--- src/rtl/acc_sched_pkg.sv ---
// Shared types and defaults for the accumulator TDM scheduler.
package acc_sched_pkg;

  localparam int unsigned DEF_NUM_CHANNELS = 4;
  localparam int unsigned DEF_DATA_W       = 14;
  localparam int unsigned DEF_FRAME_LEN    = 16;
  localparam int unsigned DEF_TIMEOUT      = 64;

  typedef enum logic [1:0] {
    IDLE    = 2'd0,
    COLLECT = 2'd1,
    ISSUE   = 2'd2,
    DRAIN   = 2'd3
  } sched_state_e;

  // Channel index width for a given channel count (never below one bit).
  function automatic int unsigned chn_width(input int unsigned n);
    return (n > 1) ? $clog2(n) : 1;
  endfunction

endpackage

--- src/rtl/acc_tdm_sched_if.sv ---
// Sample-stream bundle: per-channel valid/ready inputs and the beat stream to the accumulator.
interface acc_tdm_sched_if
  import acc_sched_pkg::*;
#(
  parameter int unsigned NUM_CHANNELS = DEF_NUM_CHANNELS,
  parameter int unsigned DATA_W       = DEF_DATA_W
);

  localparam int unsigned CHN_W = chn_width(NUM_CHANNELS);

  logic [NUM_CHANNELS*DATA_W-1:0] s_dat;
  logic [NUM_CHANNELS-1:0]        s_vld;
  logic [NUM_CHANNELS-1:0]        s_rdy;
  logic [DATA_W-1:0]              o_stm_dat;
  logic [CHN_W-1:0]               o_stm_chn;
  logic                           o_vld;
  logic                           o_tlast;

  // master is the scheduler; slave is the environment (sources plus accumulator).
  modport master (
    input  s_dat, s_vld,
    output s_rdy, o_stm_dat, o_stm_chn, o_vld, o_tlast
  );

  modport slave (
    output s_dat, s_vld,
    input  s_rdy, o_stm_dat, o_stm_chn, o_vld, o_tlast
  );

endinterface

--- src/rtl/acc_frame_cnt.sv ---
// Wrapping round counter that flags the last round of a frame; a clear seen mid-round
// is held until the round boundary so the running round's tlast decision is kept.
module acc_frame_cnt
  import acc_sched_pkg::*;
#(
  parameter int unsigned FRAME_LEN = DEF_FRAME_LEN
) (
  input  logic i_clk,
  input  logic i_rst,
  input  logic i_clr,
  input  logic i_in_round,
  input  logic i_round_end,
  output logic o_last_c
);

  localparam int unsigned CNT_W = (FRAME_LEN > 1) ? $clog2(FRAME_LEN) : 1;
  localparam logic [CNT_W-1:0] CNT_LAST = CNT_W'(FRAME_LEN - 1);

  logic [CNT_W-1:0] cnt_q;
  logic             clr_pend_q;

  always_ff @(posedge i_clk or posedge i_rst) begin
    if (i_rst) begin
      cnt_q      <= '0;
      clr_pend_q <= 1'b0;
    end else if (i_round_end) begin
      cnt_q      <= (i_clr || clr_pend_q || (cnt_q == CNT_LAST)) ? '0 : cnt_q + 1'b1;
      clr_pend_q <= 1'b0;
    end else if (i_clr) begin
      if (i_in_round) begin
        clr_pend_q <= 1'b1;
      end else begin
        cnt_q <= '0;
      end
    end
  end

  assign o_last_c = (cnt_q == CNT_LAST);

endmodule

--- src/rtl/acc_tdm_sched.sv ---
// Round-based TDM scheduler: collects one sample per channel, then issues them as a
// contiguous channel-ordered burst with frame tlast, timeout-forced rounds and underrun flag.
module acc_tdm_sched
  import acc_sched_pkg::*;
#(
  parameter int unsigned NUM_CHANNELS = DEF_NUM_CHANNELS,
  parameter int unsigned DATA_W       = DEF_DATA_W,
  parameter int unsigned FRAME_LEN    = DEF_FRAME_LEN,
  parameter int unsigned TIMEOUT      = DEF_TIMEOUT
) (
  input  logic                   i_clk,
  input  logic                   i_rst,
  input  logic                   i_en,
  input  logic                   i_clr,
  acc_tdm_sched_if.master        bus,
  output logic                   o_underrun,
  output logic                   o_busy
);

  localparam int unsigned CHN_W = chn_width(NUM_CHANNELS);
  localparam int unsigned TMO_W = (TIMEOUT > 1) ? $clog2(TIMEOUT) : 1;
  localparam logic [CHN_W-1:0] LAST_BEAT = CHN_W'(NUM_CHANNELS - 1);
  localparam logic [TMO_W-1:0] TMO_LAST  = TMO_W'(TIMEOUT - 1);

  sched_state_e     state_q, state_d;
  logic [CHN_W-1:0] beat_q, beat_d;
  logic [TMO_W-1:0] tmo_q, tmo_d;
  logic [DATA_W-1:0] ch_dat [NUM_CHANNELS];
  logic             beat_vld;
  logic             in_issue;
  logic             round_end;
  logic             last_round;

  // Unpack the flat sample bus into per-channel lanes.
  always_comb begin
    for (int unsigned k = 0; k < NUM_CHANNELS; k++) begin
      ch_dat[k] = bus.s_dat[k*DATA_W +: DATA_W];
    end
  end

  assign in_issue = (state_q == ISSUE);
  assign beat_vld = bus.s_vld[beat_q];

  // State, beat index and timeout counter registers.
  always_ff @(posedge i_clk or posedge i_rst) begin
    if (i_rst) begin
      state_q <= IDLE;
      beat_q  <= '0;
      tmo_q   <= '0;
    end else begin
      state_q <= state_d;
      beat_q  <= beat_d;
      tmo_q   <= tmo_d;
    end
  end

  // Next-state logic; the timeout only advances once some channel has data.
  always_comb begin
    state_d   = state_q;
    beat_d    = beat_q;
    tmo_d     = '0;
    round_end = 1'b0;
    unique case (state_q)
      IDLE: begin
        if (i_en) state_d = COLLECT;
      end
      COLLECT: begin
        tmo_d = tmo_q;
        if (&bus.s_vld) begin
          state_d = ISSUE;
        end else if (|bus.s_vld) begin
          if (tmo_q == TMO_LAST) begin
            state_d = ISSUE;
          end else begin
            tmo_d = tmo_q + 1'b1;
          end
        end
      end
      ISSUE: begin
        if (beat_q == LAST_BEAT) begin
          round_end = 1'b1;
          beat_d    = '0;
          state_d   = i_en ? COLLECT : DRAIN;
        end else begin
          beat_d = beat_q + 1'b1;
        end
      end
      DRAIN: begin
        state_d = IDLE;
      end
      default: begin
        state_d = IDLE;
      end
    endcase
  end

  // Pop only the channel in the current beat slot, and only if it actually holds data.
  always_comb begin
    bus.s_rdy = '0;
    if (in_issue) bus.s_rdy[beat_q] = beat_vld;
  end

  acc_frame_cnt #(
    .FRAME_LEN (FRAME_LEN)
  ) u_frame_cnt (
    .i_clk       (i_clk),
    .i_rst       (i_rst),
    .i_clr       (i_clr),
    .i_in_round  (in_issue),
    .i_round_end (round_end),
    .o_last_c    (last_round)
  );

  // One output register stage behind the beat select; a missing channel issues a zero beat.
  always_ff @(posedge i_clk or posedge i_rst) begin
    if (i_rst) begin
      bus.o_vld     <= 1'b0;
      bus.o_stm_chn <= '0;
      bus.o_stm_dat <= '0;
      bus.o_tlast   <= 1'b0;
      o_underrun    <= 1'b0;
      o_busy        <= 1'b0;
    end else begin
      bus.o_vld     <= in_issue;
      bus.o_stm_chn <= in_issue ? beat_q : '0;
      bus.o_stm_dat <= (in_issue && beat_vld) ? ch_dat[beat_q] : '0;
      bus.o_tlast   <= round_end && last_round;
      o_busy        <= (state_d != IDLE);
      if (in_issue && !beat_vld) begin
        o_underrun <= 1'b1;
      end else if (i_clr) begin
        o_underrun <= 1'b0;
      end
    end
  end

endmodule
--- src/flat_wrapper.sv ---
// flat-port wrapper written by rule: the top's interface ports become plain ports
module acc_tdm_sched_flat import acc_sched_pkg::*;
#(
  parameter int unsigned NUM_CHANNELS = DEF_NUM_CHANNELS,
  parameter int unsigned DATA_W       = DEF_DATA_W,
  parameter int unsigned FRAME_LEN    = DEF_FRAME_LEN,
  parameter int unsigned TIMEOUT      = DEF_TIMEOUT
)
  (i_clk, i_rst, i_en, i_clr, o_underrun, o_busy, bus_s_dat, bus_s_vld, bus_s_rdy, bus_o_stm_dat, bus_o_stm_chn, bus_o_vld, bus_o_tlast);
  acc_tdm_sched_if #(.NUM_CHANNELS(NUM_CHANNELS), .DATA_W(DATA_W)) bus_i ();
  input  logic i_clk;
  input  logic i_rst;
  input  logic i_en;
  input  logic i_clr;
  output logic o_underrun;
  output logic o_busy;
  input wire logic [$bits(bus_i.s_dat)-1:0] bus_s_dat;
  input wire logic [$bits(bus_i.s_vld)-1:0] bus_s_vld;
  output wire logic [$bits(bus_i.s_rdy)-1:0] bus_s_rdy;
  output wire logic [$bits(bus_i.o_stm_dat)-1:0] bus_o_stm_dat;
  output wire logic [$bits(bus_i.o_stm_chn)-1:0] bus_o_stm_chn;
  output wire logic [$bits(bus_i.o_vld)-1:0] bus_o_vld;
  output wire logic [$bits(bus_i.o_tlast)-1:0] bus_o_tlast;
  assign bus_i.s_dat = bus_s_dat;
  assign bus_i.s_vld = bus_s_vld;
  assign bus_s_rdy = bus_i.s_rdy;
  assign bus_o_stm_dat = bus_i.o_stm_dat;
  assign bus_o_stm_chn = bus_i.o_stm_chn;
  assign bus_o_vld = bus_i.o_vld;
  assign bus_o_tlast = bus_i.o_tlast;
  acc_tdm_sched #(.NUM_CHANNELS(NUM_CHANNELS), .DATA_W(DATA_W), .FRAME_LEN(FRAME_LEN), .TIMEOUT(TIMEOUT)) u_core (.i_clk(i_clk), .i_rst(i_rst), .i_en(i_en), .i_clr(i_clr), .bus(bus_i), .o_underrun(o_underrun), .o_busy(o_busy));
endmodule
--- config.mk ---
export PLATFORM = sky130hd
export DESIGN_NAME = acc_tdm_sched_flat
export DESIGN_NICKNAME = d
export VERILOG_FILES = /design/src/rtl/acc_sched_pkg.sv /design/src/rtl/acc_tdm_sched_if.sv /design/src/rtl/acc_frame_cnt.sv /design/src/rtl/acc_tdm_sched.sv /design/src/flat_wrapper.sv
export SDC_FILE = /design/constraint.sdc
export NUM_CORES = 1
export LEC_CHECK = 0
export CORE_ASPECT_RATIO = 0.75
export CORE_MARGIN = 2
export CORE_UTILIZATION = 50
export CTS_BUF_LIST = sky130_fd_sc_hd__clkbuf_2 sky130_fd_sc_hd__clkbuf_4 sky130_fd_sc_hd__clkbuf_8
export DETAILED_ROUTE_END_ITERATION = 16
export DONT_BUFFER_PORTS = 1
export SYNTH_ARGS = -nofsm -noshare
export SYNTH_HDL_FRONTEND = slang
export SYNTH_SLANG_ARGS = --single-unit
--- constraint.sdc ---
create_clock -name i_clk -period 2.2 [get_ports i_clk]
set_input_delay 0.33 -clock i_clk [delete_from_list [all_inputs] [get_ports i_clk]]
set_output_delay 0.33 -clock i_clk [all_outputs]
set_load 0.005 [all_outputs]
==> results by group, run 1 <==
Status
  • Outcome: completed

Die
  • Ports: 88
  • Initial Utilization: 51.9%
  • Die Height: 57.4 um
  • Site Rows: 19
  • Core ar.: 3660 um2
  • Die area: 4320 um2
  • Die Span X: 75.2 um

Clock network
  • Clock latency on the worst-skew pair: 0.28 ns
  • Worst-path clk slew: 0.07 ns
  • Clock Tree Root: clkbuf_8
  • Post-CTS sizing: 0
  • H-tree depth: 2
  • CTS tree: yes
  • Post-CTS setup buffer count: 0
  • Clk sinks: 35
  • Worst-case clock buffer depth: 2
  • Hold buffer count at cts: 0
  • CTS Buf Count: 5

Synthesis
  • Mux share of post-synthesis cell area: 20.5%
  • Synthesis warning total: 0
  • Post-synth top flop: dfrtp_1
  • Seq/Total Area, Yosys: 46.1%
  • Flops & latches, synth: 35
  • Area share of fa/ha/maj cells after synthesis: 3.95%
  • Synth async-reset ratio: 100%
  • Post-synth top area share: 46.1%
  • Post-synthesis xor/xnor area fraction: 1.38%
  • Combinational family with the most area after synthesis: multiplexers
  • Synth area leader: dfrtp_1
  • Synthesized cell area: 1900 um2
  • Syn_nets: 218
  • Number of synthesized flops with an enable pin: 0
  • Cell with the most instances after synthesis: dfrtp_1
  • Post-synthesis simple-gate area fraction: 17.1%
  • Post-synth cell types: 40
  • Post-synthesis compound-gate area fraction: 6.98%
  • Top cells by count, synth: 35 x dfrtp_1, 20 x and3_1, 12 x mux4_2
  • Synth Instances: 148
  • Ranking of synthesized cells by area: dfrtp_1 46%, mux4_2 14%, and3_1 6.6%
  • Syn Area/Cell: 12.8 um2

Timing
  • Period minus WS final: 1.92 ns
  • Min Hold Slack: 0.0118 ns
  • Final worst slack: 0.277 ns
  • Max Slew Vio Count: 0
  • Endpoints failing setup: 0
  • Final TNS setup: 0 ns
  • FMAX: 0.520 GHz
  • Slew @ Worst Pin: 0.631 ns
  • RSZ-0062 raised after global routing: no
  • Tcrit/Tclk final: 87.4%
  • Slew margin rel.: 57.9%
  • Clock Skews: 0.00525 ns
  • Number of failing hold endpoints at the final stage: 0

Worst hold path
  • Worst hold-check path type: input port to async pin

Finish
  • Antenna cells: 0
  • Final instance area: 2040 um2
  • Layout Cells excl Fill: 204
  • Area Growth Syn to Fin: 7.44%
  • Fillers: 334
  • Ratio of cells with drive above 1 in the final layout: 21.1%
  • Final #Nets: 222

GRT
  • Largest net degree at the start of global routing: 21
  • All-Layer GR Usage: 18.9%
  • First-pass GRT wire length: 5.95 mm
  • Total grt overflow: 0
  • Vias in the first global route: 1,280
  • Initial antenna violation count: 0

Placement
  • Dpl hpwl: 2.80 mm
  • Post-place setup slack: 0.569 ns
  • Final GP Congestion: 0.750
  • Placed insts: 197
  • Post-DP Area: 1950 um2
  • Port-buffer cells: 0

Critical path
  • Crit path max fanout: 19
  • Worst Path Required: 1.87 ns
  • Crit Path Class: flop to output port
  • CP endpoint kind: output port
  • CP Launch Type: flop
  • Flop2flop setup slack: 0.55 ns
  • WP data arrival: 1.59 ns

Route
  • Total number of vias: 1,210
  • DRT iter0 DRCs: 50
  • Drt pass-1 iters: 4
  • Routed WL per cell: 17.8 um
  • Vias/cell: 5.93
  • Post-route ant nets: 0
  • Post-Route WL: 3.63 mm
  • Number of remaining DRC errors: 0

Power
  • Power Density: 927 nW/um2
  • Leakage power: 0.953 nW
  • Peak supply drop: 414 uV

Job
  • Max-Cap Viols: 0
layout make-up:
class                      count  area (um2)  area share [%]
multi-input combinational    100         948            46.4
clock buffer                   6        82.6            4.04
timing repair buffer           4        42.5            2.08
clock inverter                 1        5.00           0.245
inverter                       6        22.5            1.10
tap                           52        65.1            3.19
sequential                    35         876            42.9
where the power goes:
part / switching, mW / internal (mW) / leakage, nW / total (mW)
Sequential: 0.0784 / 0.721 / 0.474 / 0.800
Clock: 0.216 / 0.245 / 0.0470 / 0.461
Combinational: 0.308 / 0.323 / 0.432 / 0.631
path summary, 6_finish.rpt:
kind | from | cells past startpoint | to
min in group i_clk | i_clr | 1 | u_core.o_underrun$_DFFE_PP0P_
worst min-delay path | i_rst | 1 | u_core.bus.o_tlast$_DFF_PP0_
worst min register to register | u_core.state_q[0]$_DFF_PP0_ | 1 | u_core.state_q[0]$_DFF_PP0_
max in group asynchronous | i_rst | 2 | u_core.bus.o_stm_dat[4]$_DFF_PP0_
worst max register to register | u_core.beat_q[1]$_DFFE_PP0P_ | 5 | u_core.u_frame_cnt.cnt_q[0]$_DFFE_PP0P_
worst max-delay path | u_core.beat_q[1]$_DFFE_PP0P_ | 2 | bus_s_rdy[3]
kinds of logic (layout without fill, tap and decap cells):
family	after synthesis	count (layout)
flip-flops	35	35
XOR/XNOR	3	3
AND/OR/NAND/NOR	53	53
adder cells (fa/ha/maj)	6	6
buffers and inverters	13	17
multiplexers	19	19
AO/OA/AOI/OAI	19	19
per-layer routing:
metal | up-vias | track usage (%) | part of all wire, %
li1 | 565 | - | -
met1 | 586 | 23.1 | 41
met2 | 52 | 30.2 | 50
met3 | 7 | 7.07 | 8.1
met4 | 0 | 8.27 | 1.5
met5 | - | 0 | 0
sequential cells by signal (all words and copies together), names as in the netlist:
| signal | cells |
|---|---|
| u_core.tmo_q | 6 |
| u_core.bus.o_tlast | 1 |
| u_core.bus.o_stm_chn | 2 |
| u_core.bus.o_vld | 1 |
| u_core.u_frame_cnt.cnt_q | 4 |
| u_core.u_frame_cnt.clr_pend_q | 1 |
| u_core.bus.o_stm_dat | 14 |
| u_core.beat_q | 2 |
| u_core.o_underrun | 1 |
| u_core.o_busy | 1 |
| u_core.state_q | 2 |
cells in the final DEF (no fill, tap or decap), types with 2 or more instances in the layout:
cell	count
dfrtp_1	35
and3_1	20
mux4_2	12
nor2_1	10
o21ai_0	6
ha_1	6
clkbuf_8	6
nand2_1	5
inv_1	5
a21oi_1	4
mux4_1	3
nand3_1	3
mux2i_1	3
buf_4	3
a22o_1	2
nand2b_1	2
nor3_1	2
or3_1	2
xor2_1	2
critical path, cell delays in order (launching register included):
cell	delay, ns
dfrtp_1	0.37
mux4_2	0.67
and3_1	0.27
through the flow:
step	power, mW	util, %
after floorplan	1.37	-
after global routing	2.03	55.8
after global placement	1.43	53.4
after detailed placement	1.45	53.4
final	1.89	55.8
after CTS	1.91	55.8
Note: power is estimated with default switching activity, not from simulation.
==> run 2, diff against run 1 <==
CAP_MARGIN = 0   (was not set)
GPL_TIMING_DRIVEN = 0   (was not set)
==> run 2 against run 1 <==
Critical path depth grew 1. Non-clock buffer count grew 3. Fmax shrank 4.8%. Wire length grew 8.4%. Sequential cell count is the same. Total power grew 2.9%. Count of clock-buffer cells in the layout grew 1. Sequential power is essentially flat. Worst hold slack gained 0.035 ns. Worst setup slack lost 0.098 ns. Highest routed layer unchanged.
==> results by group, run 2 (synthesis gave the netlist of run 1 again) <==
Timing
  • Clock Skews: 0.00569 ns (+0.000441 ns)
  • Endpoints failing setup: 0 (unchanged)
  • Tcrit/Tclk final: 91.9% (+4.4 points)
  • Number of failing hold endpoints at the final stage: 0 (unchanged)
  • Slew margin rel.: 51.9% (-6.0 points)
  • FMAX: 0.495 GHz (-4.8%)
  • Slew @ Worst Pin: 0.720 ns (+0.0895 ns)
  • Period minus WS final: 2.02 ns (+0.0979 ns)
  • Max Slew Vio Count: 0 (unchanged)
  • RSZ-0062 raised after global routing: no
  • Min Hold Slack: 0.0465 ns (+0.0348 ns)
  • Final TNS setup: 0 ns (unchanged)

Placement
  • Dpl hpwl: 2.94 mm (+5.1%)
  • Placed insts: 200 (+1.5%)
  • Port-buffer cells: 0 (unchanged)
  • Final GP Congestion: 0.835 (+11%)
  • Post-DP Area: 1970 um2 (+0.58%)

Route
  • DRT iter0 DRCs: 84 (+68%)
  • Number of remaining DRC errors: 0 (unchanged)
  • Post-route ant nets: 0 (unchanged)
  • Vias/cell: 6.02 (+1.6%)
  • Drt pass-1 iters: 4 (unchanged)
  • Routed WL per cell: 18.9 um (+6.3%)
  • Total number of vias: 1,253 (+3.6%)
  • Post-Route WL: 3.93 mm (+8.4%)

GRT
  • First-pass GRT wire length: 6.48 mm (+8.9%)
  • Initial antenna violation count: 0 (unchanged)
  • Total grt overflow: 0 (unchanged)
  • Vias in the first global route: 1,302 (+1.7%)
  • All-Layer GR Usage: 20.6% (+1.6 points)
  • Largest net degree at the start of global routing: 36 (+71%)

Die
  • Die Span X: 75.2 um (unchanged)
  • Core ar.: 3660 um2 (unchanged)
  • Initial Utilization: 51.9% (unchanged)
  • Die area: 4320 um2 (unchanged)
  • Site Rows: 19 (unchanged)
  • Ports: 88 (unchanged)
  • Die Height: 57.4 um (unchanged)

Power
  • Power Density: 948 nW/um2 (+2.3%)
  • Peak supply drop: 436 uV (+5.3%)
  • Leakage power: 0.959 nW (+0.68%)

Finish
  • Area occupied by multi-input gates: 948 um2 (unchanged)
  • Biggest register: u_core.bus.o_stm_dat
  • Final #Nets: 225 (+1.4%)
  • Final instance area: 2050 um2 (+0.61%)
  • Most common cell after layout, fill and taps aside: dfrtp_1
  • Layout Cells excl Fill: 208 (+2.0%)
  • Biggest regs: u_core.bus.o_stm_dat (14), u_core.tmo_q (6), u_core.u_frame_cnt.cnt_q (4)
  • Fillers: 323 (-3.3%)
  • Area Growth Syn to Fin: 8.10%
  • Ratio of cells with drive above 1 in the final layout: 22.4% (+1.4 points)
  • Most frequent cells in the layout: 35 x dfrtp_1, 20 x and3_1, 12 x mux4_2
  • Max reg flops: 14 (unchanged)
  • Storage element area: 876 um2 (unchanged)
  • Antenna cells: 0 (unchanged)

Critical path
  • Crit path max fanout: 10 (-9)
  • Flop2flop setup slack: 0.58 ns (+0.03 ns)
  • Worst Path Required: 1.87 ns (about the same)
  • CP endpoint kind: output port
  • Crit-path cells: buf_6 > mux4_2 > and3_1
  • Reg2reg start: u_core.beat_q[1]$_DFFE_PP0P_
  • Slowest cell on the critical path: mux4_2
  • Delay of the slowest cell on the worst path: 0.62 ns (-0.05 ns)
  • CP Launch Type: flop
  • Crit Path Class: flop to output port
  • WP data arrival: 1.69 ns (+0.10 ns)
  • Register-to-Register Path Depth: 4 (-1)
  • Crit path from: u_core.beat_q[1]$_DFFE_PP0P_
  • FF-to-FF End: u_core.bus.o_stm_dat[10]$_DFF_PP0_

Clock network
  • Hold buffer count at cts: 0 (unchanged)
  • CTS tree: yes
  • Post-CTS sizing: 0 (unchanged)
  • Worst-path clk slew: 0.07 ns (about the same)
  • Clock Tree Root: clkbuf_8
  • H-tree depth: 2 (unchanged)
  • CTS Buf Count: 5 (unchanged)
  • Post-CTS setup buffer count: 0 (unchanged)
  • Clock latency on the worst-skew pair: 0.28 ns (about the same)
  • Clk sinks: 35 (unchanged)
  • Worst-case clock buffer depth: 2 (unchanged)

Job
  • Max-Cap Viols: 0 (unchanged)

Status
  • Outcome: completed

Worst hold path
  • Worst hold-check path type: input port to async pin
run 2: cell count changes in the layout (fill, tap and decap cells not counted):
cell / delta
buf_2: +1
inv_1: -1
buf_4: -2
clkbuf_4: +2
buf_12: -1
inv_2: +1
buf_6: +3
clkbuf_1: +2
clkbuf_8: -1
run 2: final cells by class:
class	instances	share of cell area [%]
plain buffers	7	2.62
clock buffers	7	4.08
clock inverters	1	0.244
inverters	6	1.10
multi-input cells	100	46.2
flip-flops and latches	35	42.6
well taps	52	3.17
run 2: worst max-delay path: cells and delay by family (launching register included):
kind	cells	cell delay [ns]
buf+inv	1	0.15
mux	1	0.62
simple gates	1	0.26
flops	1	0.39
run 2: layer usage:
layer / track usage, % / part of all wire [%] / vias up
met3: 7.24 / 8.3 / 10
met5: 0 / 0 / -
met1: 27.2 / 41 / 611
li1: - / - / 570
met4: 7.52 / 1.3 / 0
met2: 31.6 / 49 / 62
run 2: how the worst max path moves through the flow:
stage	endpoint	slack (ns)	cells past startpoint
final	bus_s_rdy[1]	0.18	3
after CTS	bus_s_rdy[1]	0.15	3
after global routing	bus_s_rdy[1]	0.12	3
after global placement	bus_s_rdy[1]	0.48	3
after detailed placement	bus_s_rdy[1]	0.46	3
after floorplan	bus_s_rdy[0]	0.61	3
run 2: metrics by stage:
step	power, mW	worst slack, ns	util (%)
5_1_grt	2.11	0.121	56.1
2_1_floorplan	1.37	0.608	-
4_1_cts	1.97	0.155	56.1
3_5_place_dp	1.50	0.463	53.7
3_3_place_gp	1.48	0.480	53.7
6_report	1.95	0.179	56.1
run 2: report_power, final:
part	internal [mW]	switching, mW	leakage [nW]
Clock	0.247	0.218	0.0491
Combinational	0.360	0.321	0.436
Sequential	0.721	0.0808	0.474
==> run 3, diff against run 2 <==
CORE_UTILIZATION = 55   (was 50)
PLACE_DENSITY = 0.7   (was not set)
SKIP_CTS_REPAIR_TIMING = 1   (was not set)
==> run 3 against run 2 <==
Count of clock-buffer cells in the layout shrank 1. Clock skew shrank 0.00059 ns. Cell count shrank 5.8%. Largest cell class unchanged. Largest power group unchanged. Highest routed layer unchanged.
==> results by group, run 3 (synthesis gave the netlist of run 1 again) <==
Critical path
  • Slowest cell on the critical path: mux4_2
  • Crit-path cells: buf_6 > mux4_2 > and3_1
  • CP bufs+invs: 1 (unchanged)
  • CP Launch Type: flop
  • Delay of the slowest cell on the worst path: 0.61 ns (about the same)
  • Cell family with most CP delay: multiplexers
  • CP endpoint kind: output port
  • WP data arrival: 1.68 ns (about the same)
  • Worst Path Required: 1.87 ns (about the same)
  • Crit path max fanout: 10 (unchanged)
  • Crit Path Class: flop to output port

Timing
  • Clock Skews: 0.00509 ns (-0.000594 ns)
  • FMAX: 0.498 GHz (+0.61%)
  • Final TNS setup: 0 ns (unchanged)
  • Slew @ Worst Pin: 0.708 ns (-0.0121 ns)
  • Tcrit/Tclk final: 91.3% (-0.55 points)
  • Number of failing hold endpoints at the final stage: 0 (unchanged)
  • Period minus WS final: 2.01 ns (-0.0122 ns)
  • Slew margin rel.: 52.7% (+0.81 points)
  • Endpoints failing setup: 0 (unchanged)
  • Max Slew Vio Count: 0 (unchanged)
  • RSZ-0062 raised after global routing: no

Power
  • Total power: 1.93 mW (-0.94%)
  • Leakage power: 0.955 nW (-0.46%)
  • Peak supply drop: 398 uV (-8.7%)
  • Power Density: 946 nW/um2 (-0.21%)

Finish
  • Biggest regs: u_core.bus.o_stm_dat (14), u_core.tmo_q (6), u_core.u_frame_cnt.cnt_q (4)
  • Max reg flops: 14 (unchanged)
  • Biggest register: u_core.bus.o_stm_dat
  • Area Growth Syn to Fin: 7.31%
  • Most frequent cells in the layout: 35 x dfrtp_1, 20 x and3_1, 12 x mux4_2
  • Most common cell after layout, fill and taps aside: dfrtp_1
  • Fillers: 278 (-14%)
  • Ratio of cells with drive above 1 in the final layout: 22.4% (unchanged)
  • Final #Nets: 225 (unchanged)
  • Antenna cells: 0 (unchanged)
  • Final instance area: 2040 um2 (-0.73%)

Die
  • Core ar.: 3290 um2 (-10%)
  • Site Rows: 18 (-1)
  • Die Height: 54.9 um (-4.3%)
  • Initial Utilization: 57.8% (+5.9 points)
  • Die area: 3950 um2 (-8.5%)
  • Die Span X: 71.9 um (-4.4%)
  • Ports: 88 (unchanged)

GRT
  • All-Layer GR Usage: 19.5% (-1.1 points)
  • Initial antenna violation count: 0 (unchanged)
  • Vias in the first global route: 1,157 (-11%)
  • Largest net degree at the start of global routing: 36 (unchanged)
  • First-pass GRT wire length: 5.64 mm (-13%)
  • Total grt overflow: 0 (unchanged)

Route
  • Vias/cell: 6.31 (+4.7%)
  • Post-Route WL: 3.73 mm (-5.2%)
  • Post-route ant nets: 0 (unchanged)
  • Number of remaining DRC errors: 0 (unchanged)
  • Routed WL per cell: 19.0 um (+0.59%)
  • Total number of vias: 1,236 (-1.4%)
  • DRT iter0 DRCs: 68 (-19%)
  • Drt pass-1 iters: 4 (unchanged)

Placement
  • Post-DP Area: 1950 um2 (-0.76%)
  • Final GP Congestion: 0.784 (-6.0%)
  • Port-buffer cells: 0 (unchanged)

Clock network
  • H-tree depth: 2 (unchanged)
  • Clock Tree Root: clkbuf_8
  • Worst-case clock buffer depth: 2 (unchanged)
  • Clock latency on the worst-skew pair: 0.28 ns (about the same)
  • CTS Buf Count: 5 (unchanged)
  • Worst-path clk slew: 0.07 ns (about the same)
  • Clk sinks: 35 (unchanged)
  • CTS tree: yes

Job
  • Max-Cap Viols: 0 (unchanged)

Status
  • Outcome: completed

Worst hold path
  • Worst hold-check path type: input port to async pin
run 3: changes by cell type in the layout (fill, tap and decap cells not counted):
cell / change
clkbuf_4: -1
clkinvlp_4: +1
run 3: path summary, 6_finish.rpt:
check,endpoint,cells past startpoint,slack (ns),start
worst max-delay path,bus_s_rdy[3],3,0.19,u_core.beat_q[1]$_DFFE_PP0P_
worst min register to register,u_core.state_q[0]$_DFF_PP0_,1,0.54,u_core.state_q[0]$_DFF_PP0_
max in group asynchronous,u_core.tmo_q[1]$_DFFE_PP0P_,1,1.70,i_rst
worst max register to register,u_core.bus.o_stm_dat[9]$_DFF_PP0_,4,0.60,u_core.beat_q[1]$_DFFE_PP0P_
worst min-delay path,u_core.bus.o_tlast$_DFF_PP0_,1,0.04,i_rst
min in group i_clk,u_core.u_frame_cnt.cnt_q[2]$_DFFE_PP0P_,1,0.15,i_clr
run 3: where the power goes:
| part | switching (mW) | internal [mW] |
|---|---|---|
| clock network | 0.223 | 0.233 |
| logic | 0.308 | 0.359 |
| registers | 0.0848 | 0.721 |
| total | 0.615 | 1.31 |
run 3: layout make-up:
class / instances / area, um2 / share of cell area (%)
Buffer: 7 / 53.8 / 2.64
Multi-Input combinational cell: 100 / 948 / 46.5
Clock buffer: 6 / 76.3 / 3.74
Inverter: 6 / 22.5 / 1.10
Tap cell: 40 / 50.0 / 2.45
Clock inverter: 2 / 12.5 / 0.613
Sequential cell: 35 / 876 / 42.9
run 3: through the flow:
stage / hold WS [ns] / std cells / setup slack [ns] / utilization, %
final: 0.0397 / 196 / 0.191 / 62.0
after global routing: 0.102 / 196 / 0.127 / 62.0
after CTS: 0.151 / 196 / 0.169 / 62.0
after detailed placement: 0.446 / 188 / 0.473 / 59.3
after global placement: 0.443 / 188 / 0.480 / 59.3
after floorplan: 0.439 / 148 / 0.608 / -
run 3: per-layer routing:
layer	vias to the layer above	GRT usage, %	wire [um]
li1	570	-	-
met3	5	4.35	230
met1	604	25.4	1550
met4	0	6.29	37
met2	57	33.5	1910
met5	-	0	0
